--- src/rtl/instruction_sequencer.sv ---
// Instruction sequencer: walks fetch, decodes the IR opcode, runs the execute
// phase and produces the 6-bit state code consumed by control_unit.
module instruction_sequencer #(
  parameter int OPC_W   = 4,
  parameter int COUNT_W = 16
) (
  input  logic               clock,
  input  logic               reset,
  input  logic               start,
  input  logic               stop,
  input  logic [OPC_W-1:0]   opcode,
  output logic [5:0]         state,
  output logic               busy,
  output logic               done,
  output logic               aborted,
  output logic               illegal,
  output logic [COUNT_W-1:0] instr_count
);

  // State codes are fixed by the control_unit decode table.
  localparam logic [5:0] S_IDLE   = 6'd0;
  localparam logic [5:0] S_FETCH1 = 6'd1;
  localparam logic [5:0] S_FETCH2 = 6'd2;
  localparam logic [5:0] S_FETCH3 = 6'd3;
  localparam logic [5:0] S_FETCH4 = 6'd4;
  localparam logic [5:0] S_FETCH5 = 6'd5;
  localparam logic [5:0] S_FETCH6 = 6'd6;
  localparam logic [5:0] S_LDR11  = 6'd7;
  localparam logic [5:0] S_LDR12  = 6'd8;
  localparam logic [5:0] S_LDR13  = 6'd9;
  localparam logic [5:0] S_LDR14  = 6'd10;
  localparam logic [5:0] S_LDR21  = 6'd11;
  localparam logic [5:0] S_LDR22  = 6'd12;
  localparam logic [5:0] S_LDR23  = 6'd13;
  localparam logic [5:0] S_LDR24  = 6'd14;
  localparam logic [5:0] S_STAC1  = 6'd15;
  localparam logic [5:0] S_STAC2  = 6'd16;
  localparam logic [5:0] S_STAC3  = 6'd17;
  localparam logic [5:0] S_STAC4  = 6'd18;
  localparam logic [5:0] S_ADD    = 6'd19;
  localparam logic [5:0] S_MUL    = 6'd20;

  localparam logic [OPC_W-1:0] OP_NOP  = OPC_W'(0);
  localparam logic [OPC_W-1:0] OP_LDR1 = OPC_W'(1);
  localparam logic [OPC_W-1:0] OP_LDR2 = OPC_W'(2);
  localparam logic [OPC_W-1:0] OP_STAC = OPC_W'(3);
  localparam logic [OPC_W-1:0] OP_ADD  = OPC_W'(4);
  localparam logic [OPC_W-1:0] OP_MUL  = OPC_W'(5);
  localparam logic [OPC_W-1:0] OP_END  = OPC_W'(15);

  localparam int OPC_N = 1 << OPC_W;

  logic [5:0]         state_reg, state_next;
  logic               done_reg, done_next;
  logic               aborted_reg, aborted_next;
  logic               illegal_reg, illegal_next;
  logic [COUNT_W-1:0] count_reg, count_next;
  logic [OPC_N-1:0]   opc_legal;
  logic               opcode_legal;
  logic               boundary;
  logic               end_decoded;
  logic               in_fetch6;

  // Legality table indexed by opcode value.
  generate
    for (genvar gi = 0; gi < OPC_N; gi++) begin : g_legal
      assign opc_legal[gi] = (gi <= 5) || (gi == 15);
    end
  endgenerate

  assign opcode_legal = opc_legal[opcode];
  assign in_fetch6    = (state_reg == S_FETCH6);

  always_comb begin
    state_next  = state_reg;
    boundary    = 1'b0;
    end_decoded = 1'b0;
    case (state_reg)
      S_IDLE: begin
        if (start) state_next = S_FETCH1;
      end
      S_FETCH1, S_FETCH2, S_FETCH3, S_FETCH4, S_FETCH5,
      S_LDR11, S_LDR12, S_LDR13,
      S_LDR21, S_LDR22, S_LDR23,
      S_STAC1, S_STAC2, S_STAC3: begin
        state_next = state_reg + 6'd1;
      end
      S_FETCH6: begin
        case (opcode)
          OP_LDR1: state_next = S_LDR11;
          OP_LDR2: state_next = S_LDR21;
          OP_STAC: state_next = S_STAC1;
          OP_ADD:  state_next = S_ADD;
          OP_MUL:  state_next = S_MUL;
          OP_END: begin
            state_next  = S_IDLE;
            end_decoded = 1'b1;
          end
          default: boundary = 1'b1;  // NOP and undefined opcodes
        endcase
      end
      S_LDR14, S_LDR24, S_STAC4, S_ADD, S_MUL: begin
        boundary = 1'b1;
      end
      default: state_next = S_IDLE;
    endcase
    // stop is only looked at on an instruction boundary; END wins over it.
    if (boundary) state_next = stop ? S_IDLE : S_FETCH1;
  end

  always_comb begin
    aborted_next = boundary && stop;
    done_next    = end_decoded || aborted_next;
    illegal_next = in_fetch6 && !opcode_legal;
    count_next   = in_fetch6 ? count_reg + COUNT_W'(1) : count_reg;
  end

  always_ff @(posedge clock or posedge reset) begin
    if (reset) begin
      state_reg   <= S_IDLE;
      done_reg    <= 1'b0;
      aborted_reg <= 1'b0;
      illegal_reg <= 1'b0;
      count_reg   <= '0;
    end else begin
      state_reg   <= state_next;
      done_reg    <= done_next;
      aborted_reg <= aborted_next;
      illegal_reg <= illegal_next;
      count_reg   <= count_next;
    end
  end

  assign state       = state_reg;
  assign busy        = (state_reg != S_IDLE);
  assign done        = done_reg;
  assign aborted     = aborted_reg;
  assign illegal     = illegal_reg;
  assign instr_count = count_reg;

endmodule
--- config.mk ---
export PLATFORM = sky130hd
export DESIGN_NAME = instruction_sequencer
export DESIGN_NICKNAME = d
export VERILOG_FILES = /design/src/rtl/instruction_sequencer.sv
export SDC_FILE = /design/constraint.sdc
export NUM_CORES = 1
export LEC_CHECK = 0
export ABC_AREA = 1
export CAP_MARGIN = 5
export CORE_MARGIN = 1.5
export CORE_UTILIZATION = 50
export CTS_CLUSTER_SIZE = 10
export DETAILED_ROUTE_END_ITERATION = 7
export GPL_TIMING_DRIVEN = 0
export PLACE_DENSITY = 0.79
export SLEW_MARGIN = 5
export SYNTH_ARGS = -nofsm -noshare
export SYNTH_HDL_FRONTEND = slang
export SYNTH_SLANG_ARGS = --single-unit
--- constraint.sdc ---
create_clock -name clock -period 2.65 [get_ports clock]
set_clock_uncertainty 0.2 [all_clocks]
set_input_delay 0.53 -clock clock [delete_from_list [all_inputs] [get_ports clock]]
set_output_delay 0.53 -clock clock [all_outputs]
set_load 0.02 [all_outputs]
==> results of run 1 <==
logic make-up (layout without fill, tap and decap cells):
kind of cell,Yosys count,count (layout),share of synthesized area
AO/OA/AOI/OAI,13,13,0.04575
XOR/XNOR,15,15,0.08579
adder cells (fa/ha/maj),5,5,0.04085
buffers and inverters,28,66,0.07434
flip-flops,25,25,0.4085
other,1,1,0.002449
AND/OR/NAND/NOR,103,103,0.3423
cells in the mapped netlist:
master	number
nor2_8	1
conb_1	1
nor2_4	3
buf_2	1
buf_6	1
o31ai_1	1
ha_1	5
nand2_1	41
a21boi_0	1
nor2_1	27
nand3b_1	2
inv_2	1
a21oi_1	6
nor2_2	2
and3_2	1
inv_1	25
nand2_4	1
nand3_1	14
nand4_2	1
xor2_1	9
nand3_4	2
nand3_2	1
nand4_1	4
xnor2_1	6
dfrtp_1	25
nor3_1	2
nand2_2	1
o21ai_0	5
critical path: stages, from the launching register on:
cell	delay (ps)
dfrtp_2	450
inv_1	90
ha_1	230
and3_2	230
inv_1	90
dlygate4sd2_1	340
metrics by stage:
stage | setup slack, ps | hold WS, ps
after floorplan | 668.8 | 357.3
after global placement | 246.3 | 287.8
after detailed placement | 201.5 | 286.4
after CTS | 148.5 | 309.8
after global routing | 58.95 | 350.1
final | 155.4 | 305.3
timing repair:
item / CTS / global route
endpoints found under the hold margin: 0 / 0
setup endpoints to repair: 1 / 0
gates resized for setup: 2 / 0
buffers inserted: 1 / 0
layout make-up:
cell class	count	area [sq um]	share of cell area
multi-input combinational	137	792.0	0.4087
sequential	25	626.9	0.3234
timing repair buffer	34	336.6	0.1737
inverter	26	97.59	0.05036
tap	31	38.79	0.02001
clock buffer	3	22.52	0.01162
buffer	2	16.27	0.008393
clock inverter	1	7.507	0.003873
where the power goes:
part	leakage, nW	switching (W)	internal, W
sequential	0.344	0.0000191	0.000397
clock	0.0139	0.000122	0.0000579
combinational	0.622	0.000168	0.000113
final timing paths:
check | cells after the start | endpoint | start | slack [ps]
min reg2reg | 1 | instr_count[12]$_DFFE_PP0P_ | instr_count[12]$_DFFE_PP0P_ | 310
min in group asynchronous | 2 | instr_count[11]$_DFFE_PP0P_ | reset | 480
max | 5 | busy | state[0]$_DFFE_PP0P_ | 160
min | 1 | instr_count[12]$_DFFE_PP0P_ | instr_count[12]$_DFFE_PP0P_ | 310
max reg2reg | 10 | state[0]$_DFFE_PP0P_ | state[0]$_DFFE_PP0P_ | 510
max in group asynchronous | 2 | state[0]$_DFFE_PP0P_ | reset | 1150
routing by layer:
layer / wire length, microns / part of all wire / vias to the layer above
met2: 1512 / 0.49 / 36
met4: 47 / 0.015 / 0
li1: - / - / 674
met3: 152 / 0.049 / 5
met1: 1395 / 0.45 / 618
met5: 0 / 0 / -
placed cells by master, fill, tap and decap left out, types with 2 or more instances in the layout:
cell and n:
nor3_1 2, nand3_1 14, clkdlybuf4s50_1 32, a21oi_1 6
nor2_2 2, xnor2_1 6, nand2_1 41, o21ai_0 5
nand4_1 4, dfrtp_1 24, nor2_1 27, nand3b_1 2
nor2_4 3, ha_1 5, nand3_4 2, xor2_1 9
clkbuf_4 3, inv_1 25
==> flow_summary.json, run 1 <==
{
  "synth_cells": 190,
  "met2_usage": 0.3419,
  "final_layout_size_suffix_gt1_frac": 0.09649,
  "die_w_microns": 58.35,
  "core_sq_um": 2829,
  "start_util": 0.5414,
  "start_kind": "register",
  "p_per_area_nw_per_um2": 452.8,
  "syn_area_sq_um": 1531,
  "drt_iter0_drc": 40,
  "gp_congestion": 0.8143,
  "place_area_sq_um": 1901,
  "drv_slew": 0,
  "placed_cells": 254,
  "synth_largest_area_cell": "dfrtp_1",
  "tns_ps": 0,
  "htreeDepth": 1,
  "finalNonFillerCells": 259,
  "clk_pin_slew_worst_paths_ps": 140,
  "rsz0062_at_grt": "no",
  "worstMarginPinSlew_ps": 920.8,
  "antenna_found_initial": 0,
  "ys_types": 28,
  "antenna_cells_inserted": 0,
  "fillCellCount": 233,
  "synth_top_area_frac": 0.4085,
  "numCtsBuffers": 3,
  "post_drt_wl_per_cell_microns": 12.00,
  "die_area_sq_um": 3404,
  "maxCapViolations": 0,
  "clkLatencyLatePin_ps": 330,
  "setup_viol_count_final": 0,
  "largest_reg_flops": 16,
  "hold_class": "register to register",
  "synth-seq-cells": 25,
  "clk_path_buf_depth": 2,
  "worst_ir_drop_vdd_mv": 0.4929,
  "finalCritPeriodShare": 0.9414,
  "seq_area_frac_synth": 0.4085,
  "drc_errors": 0,
  "fin_nets": 242,
  "cp.arrival_ps": 1760,
  "cts-root-buf": "clkbuf_4",
  "required_ps": 1920,
  "die_y_microns": 58.35,
  "cp_max_fo": 6,
  "avgSynthCellArea_sq_um": 8.060,
  "rows": 19,
  "dp_hpwl_microns": 2424,
  "drt-pass1-iter-count": 4,
  "io_buffers": 33,
  "synth.area.top_cells": "dfrtp_1 41%, nand2_1 10%, nor2_1 6.6%",
  "met3_usage": 0.03956,
  "finalPower_w": 0.0008775,
  "yosysWarnings": 0,
  "min_period_ps": 2495,
  "cts_tree": "done",
  "pin_count": 34,
  "grt_pass1_vias": 1290,
  "cts_hold_buf": 0,
  "final_util": 0.6851,
  "fin_area_sq_um": 1938,
  "gr-usage-met1": 0.2653,
  "syn_to_final_growth_pct": 26.55,
  "num_vias": 1333,
  "critPathCaptureType": "output pin",
  "path_class": "register to output pin",
  "relSlewSlack": 0.3855,
  "routed_via_density": 5.147,
  "grt_busiest_layer": "met2",
  "track_usage": 0.2095,
  "grt_pass1_wl_microns": 5520,
  "syn_nets": 203,
  "grt_overflow": 0,
  "hold_viol_final": 0,
  "fmax_ghz": 0.4009,
  "outcome": "complete, no violations",
  "power_leakage_nw": 0.9795,
  "grt_max_degree": 26,
  "wl_microns": 3109,
  "clock-sinks": 25,
  "drtAntennaViolNets": 0
}
Power figures use the tool's default switching activity.
==> run 2: changes to the inputs <==
--- a/config.mk
+++ b/config.mk
@@ -8,11 +8,12 @@
 export ABC_AREA = 1
 export CAP_MARGIN = 5
 export CORE_MARGIN = 1.5
-export CORE_UTILIZATION = 50
+export CORE_UTILIZATION = 52
+export CTS_BUF_LIST = sky130_fd_sc_hd__clkbuf_8
 export CTS_CLUSTER_SIZE = 10
 export DETAILED_ROUTE_END_ITERATION = 7
 export GPL_TIMING_DRIVEN = 0
-export PLACE_DENSITY = 0.79
+export PLACE_DENSITY = 0.82
 export SLEW_MARGIN = 5
 export SYNTH_ARGS = -nofsm -noshare
 export SYNTH_HDL_FRONTEND = slang
==> run 2 against run 1 <==
  * Core utilization increased by 1.4 points
  * Fmax increased by 4.7%
  * Via count decreased by 3.9%
==> flow_summary.json, run 2 (synthesized netlist as in run 1, its figures left out) <==
{
  "pin_count": 34,
  "path_class": "register to output pin",
  "final_layout_size_suffix_gt1_frac": 0.08811,
  "preCtsSetupSlack_ps": 215.7,
  "final_cell_mix": "41 x nand2_1, 32 x clkdlybuf4s50_1, 27 x nor2_1, 26 x inv_1, 24 x dfrtp_1",
  "drc_errors": 0,
  "r2r_slack_ps": 560,
  "clk_path_buf_depth": 2,
  "core_sq_um": 2781,
  "die_y_microns": 57.27,
  "fin_nets": 241,
  "die_area_sq_um": 3280,
  "cts_tree": "done",
  "syn_to_final_growth_pct": 27.04,
  "io_buffers": 33,
  "final_common_cell": "nand2_1",
  "required_ps": 1920,
  "start_kind": "register",
  "setup_viol_count_final": 0,
  "grt_overflow": 0,
  "antenna_cells_inserted": 0,
  "worstMarginPinSlew_ps": 933.9,
  "min_period_ps": 2382,
  "drt-pass1-iter-count": 4,
  "die_w_microns": 57.27,
  "hold_class": "register to register",
  "post_drt_wl_per_cell_microns": 11.57,
  "cts_setup_buffers": 0,
  "antenna_found_initial": 0,
  "start_util": 0.5506,
  "min_to": "instr_count[12]$_DFFE_PP0P_",
  "rows": 19,
  "cts_hold_buf": 0,
  "crit-reg2reg-launch": "state[0]$_DFFE_PP0P_",
  "maxCapViolations": 0,
  "track_usage": 0.2003,
  "tns_ps": 0,
  "hold_depth": 1,
  "wl_microns": 2985,
  "finalNonFillerCells": 258,
  "postLayoutSetupSlackWorst_ps": 268.5,
  "placed_cells": 254,
  "fillCellCount": 241,
  "worstHoldStart": "instr_count[12]$_DFFE_PP0P_",
  "finalCritPeriodShare": 0.8987,
  "drv_slew": 0,
  "grt_max_degree": 26,
  "worst_ir_drop_vdd_mv": 0.3937,
  "regToRegEndpoint": "state[0]$_DFFE_PP0P_",
  "routed_via_density": 4.965,
  "r2r_cells": 10,
  "hold_viol_final": 0,
  "cts.repair.resized": 2,
  "drt_iter0_drc": 59,
  "fmax_ghz": 0.4199,
  "outcome": "complete, no violations",
  "grt_pass1_wl_microns": 5154,
  "num_vias": 1281,
  "numCtsBuffers": 3,
  "rsz0062_at_grt": "no",
  "cp_max_fo": 6,
  "critPathCaptureType": "output pin",
  "cp.arrival_ps": 1650,
  "dp_hpwl_microns": 2321,
  "grt_pass1_vias": 1197,
  "htreeDepth": 1,
  "gp_congestion": 0.8285,
  "cts-root-buf": "clkbuf_8",
  "largest_reg_flops": 16,
  "clock-sinks": 25,
  "hold_ws_ps": 302.7,
  "p_per_area_nw_per_um2": 462.0,
  "clkLatencyLatePin_ps": 260,
  "relSlewSlack": 0.3767,
  "drtAntennaViolNets": 0,
  "power_leakage_nw": 0.9871,
  "clk_pin_slew_worst_paths_ps": 80
}
==> run 2: cell types whose count changed in the layout (fill, tap and decap cells not counted), sizes merged <==
cell | previous run | this run
buf | 3 | 2
clkinvlp | 1 | 0
inv | 26 | 27
==> run 2: area by class of cell <==
class	count	area, sq um	share of cell area
buffer	2	16.27	0.008360
clock buffer	3	41.29	0.02122
clock inverter	1	3.754	0.001929
inverter	26	97.59	0.05016
multi-input combinational	137	792.0	0.4071
sequential	25	626.9	0.3222
tap	31	38.79	0.01994
timing repair buffer	33	329.1	0.1691
==> run 2: worst max-delay path by stage <==
stage,from,end,depth (start not counted)
after detailed placement,state[0]$_DFFE_PP0P_,busy,5
after global placement,state[0]$_DFFE_PP0P_,busy,5
final,state[0]$_DFFE_PP0P_,busy,5
after CTS,state[1]$_DFFE_PP0P_,busy,5
after floorplan,state[0]$_DFFE_PP0P_,instr_count[13]$_DFFE_PP0P_,11
after global routing,state[0]$_DFFE_PP0P_,busy,5
==> run 2: where the power goes <==
group          leakage [nW]  internal (W)  switching [W]
sequential            0.344      0.000397      0.0000237
clock                0.0269      0.000104       0.000116
combinational         0.616      0.000106       0.000153
total                 0.987      0.000606       0.000293
==> run 2: routing by layer <==
metal	wire length, microns	vias to the layer above	part of all wire	global-route usage
li1	-	666	-	-
met1	1429	590	0.48	0.2602
met2	1445	23	0.48	0.3481
met3	86	2	0.029	0.03401
met4	24	0	0.0080	0.04983
met5	0	-	0	0
==> run 2: worst max-delay path, stage by stage, from the launching register on <==
cell and delay (ps):
dfrtp_2 430, inv_1 90, ha_1 230, and3_2 230, inv_1 80, dlygate4sd2_1 330
==> run 2: metrics by stage <==
stage               power (W)  cell area (sq um)  utilization
floorplan           0.0006032               1531            -
global placement    0.0006900               1901       0.6833
detailed placement  0.0006930               1901       0.6833
CTS                 0.0009104               1946       0.6995
global route        0.0009553               1946       0.6995
finish              0.0008989               1946       0.6995
==> run 3: changes to the inputs <==
--- a/config.mk
+++ b/config.mk
@@ -8,12 +8,12 @@
 export ABC_AREA = 1
 export CAP_MARGIN = 5
 export CORE_MARGIN = 1.5
-export CORE_UTILIZATION = 52
+export CORE_UTILIZATION = 47
 export CTS_BUF_LIST = sky130_fd_sc_hd__clkbuf_8
 export CTS_CLUSTER_SIZE = 10
 export DETAILED_ROUTE_END_ITERATION = 7
 export GPL_TIMING_DRIVEN = 0
-export PLACE_DENSITY = 0.82
+export PLACE_DENSITY = 0.78
 export SLEW_MARGIN = 5
 export SYNTH_ARGS = -nofsm -noshare
 export SYNTH_HDL_FRONTEND = slang
==> constraint.sdc (replaced) <==
create_clock -name clock -period 1.91 [get_ports clock]
set_clock_uncertainty 0.2 [all_clocks]
set_input_delay 0.382 -clock clock [delete_from_list [all_inputs] [get_ports clock]]
set_output_delay 0.382 -clock clock [all_outputs]
set_load 0.02 [all_outputs]
==> run 3 against run 2 <==
  * The run now ends with negative setup slack left
  * Critical path depth is 1 lower
  * Total power is 57% higher
  * Final cell count is 8.5% higher
  * Design area is 10% higher
  * Combinational power is 100% higher
  * Critical path type unchanged
==> flow_summary.json, run 3 (synthesized netlist as in run 1, its figures left out) <==
{
  "clkLatencyLatePin_ps": 270,
  "clk_pin_slew_worst_paths_ps": 90,
  "final_cell_mix": "40 x nand2_1, 23 x nor2_1, 23 x inv_1, 22 x dfrtp_1, 14 x clkdlybuf4s50_1",
  "drtAntennaViolNets": 0,
  "cp_max_fo": 5,
  "largest_reg_flops": 16,
  "worstHoldStart": "instr_count[12]$_DFFE_PP0P_",
  "hold_class": "register to register",
  "finalPower_w": 0.001407,
  "outcome": "finished with violations",
  "drt-pass1-iter-count": 4,
  "die_w_microns": 60.08,
  "cts-root-buf": "clkbuf_8",
  "die_area_sq_um": 3610,
  "worstMarginPinSlew_ps": 938.4,
  "io_buffers": 33,
  "maxCapViolations": 0,
  "die_y_microns": 60.08,
  "wl_microns": 3151,
  "r2r_slack_ps": 50,
  "fmax_ghz": 0.5064,
  "dp_hpwl_microns": 2234,
  "cts_tree": "done",
  "violations": "negative setup slack",
  "critPathCaptureType": "output pin",
  "relSlewSlack": 0.3737,
  "rows": 20,
  "htreeDepth": 1,
  "grt_pass1_wl_microns": 5002,
  "track_usage": 0.1812,
  "pin_count": 34,
  "cp-startpoint": "state[5]$_DFFE_PP0P_",
  "numCtsBuffers": 3,
  "grt_max_degree": 26,
  "postLayoutSetupSlackWorst_ps": -64.69,
  "path_class": "register to output pin",
  "r2r_cells": 12,
  "drt_iter0_drc": 70,
  "grt_overflow": 0,
  "num_vias": 1325,
  "core_sq_um": 3078,
  "gp_congestion": 0.8684,
  "p_per_area_nw_per_um2": 655.6,
  "syn_to_final_growth_pct": 40.11,
  "start_kind": "register",
  "min_to": "instr_count[12]$_DFFE_PP0P_",
  "hold_depth": 1,
  "post_drt_wl_per_cell_microns": 11.25,
  "cts_hold_buf": 0,
  "finalCritPeriodShare": 1.034,
  "required_ps": 1330,
  "start_util": 0.4976,
  "final_common_cell": "nand2_1",
  "drv_slew": 0,
  "setup_viol_count_final": 1,
  "power_leakage_nw": 1.245,
  "routed_via_density": 4.732,
  "clk_path_buf_depth": 2,
  "tns_ps": -64.69,
  "clock-sinks": 25,
  "antenna_cells_inserted": 0,
  "fin_nets": 250,
  "hold_viol_final": 0,
  "crit-reg2reg-launch": "state[0]$_DFFE_PP0P_",
  "drc_errors": 0,
  "antenna_found_initial": 0,
  "final_layout_size_suffix_gt1_frac": 0.1907,
  "rsz0062_at_grt": "yes",
  "grt_pass1_vias": 1118,
  "min_period_ps": 1975,
  "worst_ir_drop_vdd_mv": 0.5961,
  "regToRegEndpoint": "state[0]$_DFFE_PP0P_",
  "cp.arrival_ps": 1390
}
-- run 3: worst max-delay path by stage --
stage,to,slack (ps),cells past startpoint
after floorplan,instr_count[13]$_DFFE_PP0P_,9,11
after global placement,busy,-310,5
after detailed placement,busy,-340,5
after CTS,busy,-100,5
after global routing,busy,-100,4
final,busy,-60,4
-- run 3: final cells by class --
type                    count  area (sq um)
inverters                  26         97.59
multi-input cells         137         882.1
flip-flops and latches     25         629.4
clock buffers               3         41.29
clock inverters             1         7.507
repair buffers             42         410.4
fillers                   232         932.1
well taps                  44         55.05
plain buffers               2         22.52
-- run 3: report_power, final --
part	internal, W	switching [W]
logic	0.000224	0.000293
clock network	0.000148	0.000176
registers	0.000550	0.0000144
-- run 3: timing repair --
action	in CTS	in global routing
gates resized for setup	18	30
pin swaps	1	4
setup buffers	2	7
setup endpoints to repair	19	23
gates cloned	0	0
-- run 3: worst max-delay path, cell delays in order (launching register included) --
cell,delay [ps]
dfrtp_1,430
nor2_4,230
and3_4,230
inv_1,70
buf_4,160
-- run 3: metal layers --
layer / share of wire / wire [microns] / vias up / track usage
li1: - / - / 690 / -
met3: 0.033 / 104 / 2 / 0.02597
met4: 0.0060 / 19 / 0 / 0.04762
met5: 0 / 0 / - / 0
met2: 0.47 / 1474 / 27 / 0.2733
met1: 0.49 / 1553 / 606 / 0.2703
-- run 3: metrics by stage --
stage / instances / setup WS [ps] / instance area (sq um) / utilization / hold WS [ps]
floorplan: 190 / 9.065 / 1535 / - / 209.3
global placement: 267 / -305.3 / 1921 / 0.6240 / 287.2
detailed placement: 267 / -338.2 / 1921 / 0.6240 / 288.1
CTS: 273 / -96.15 / 1989 / 0.6463 / 305.4
global route: 280 / -104.5 / 2146 / 0.6972 / 333.0
finish: 280 / -64.69 / 2146 / 0.6972 / 301.3
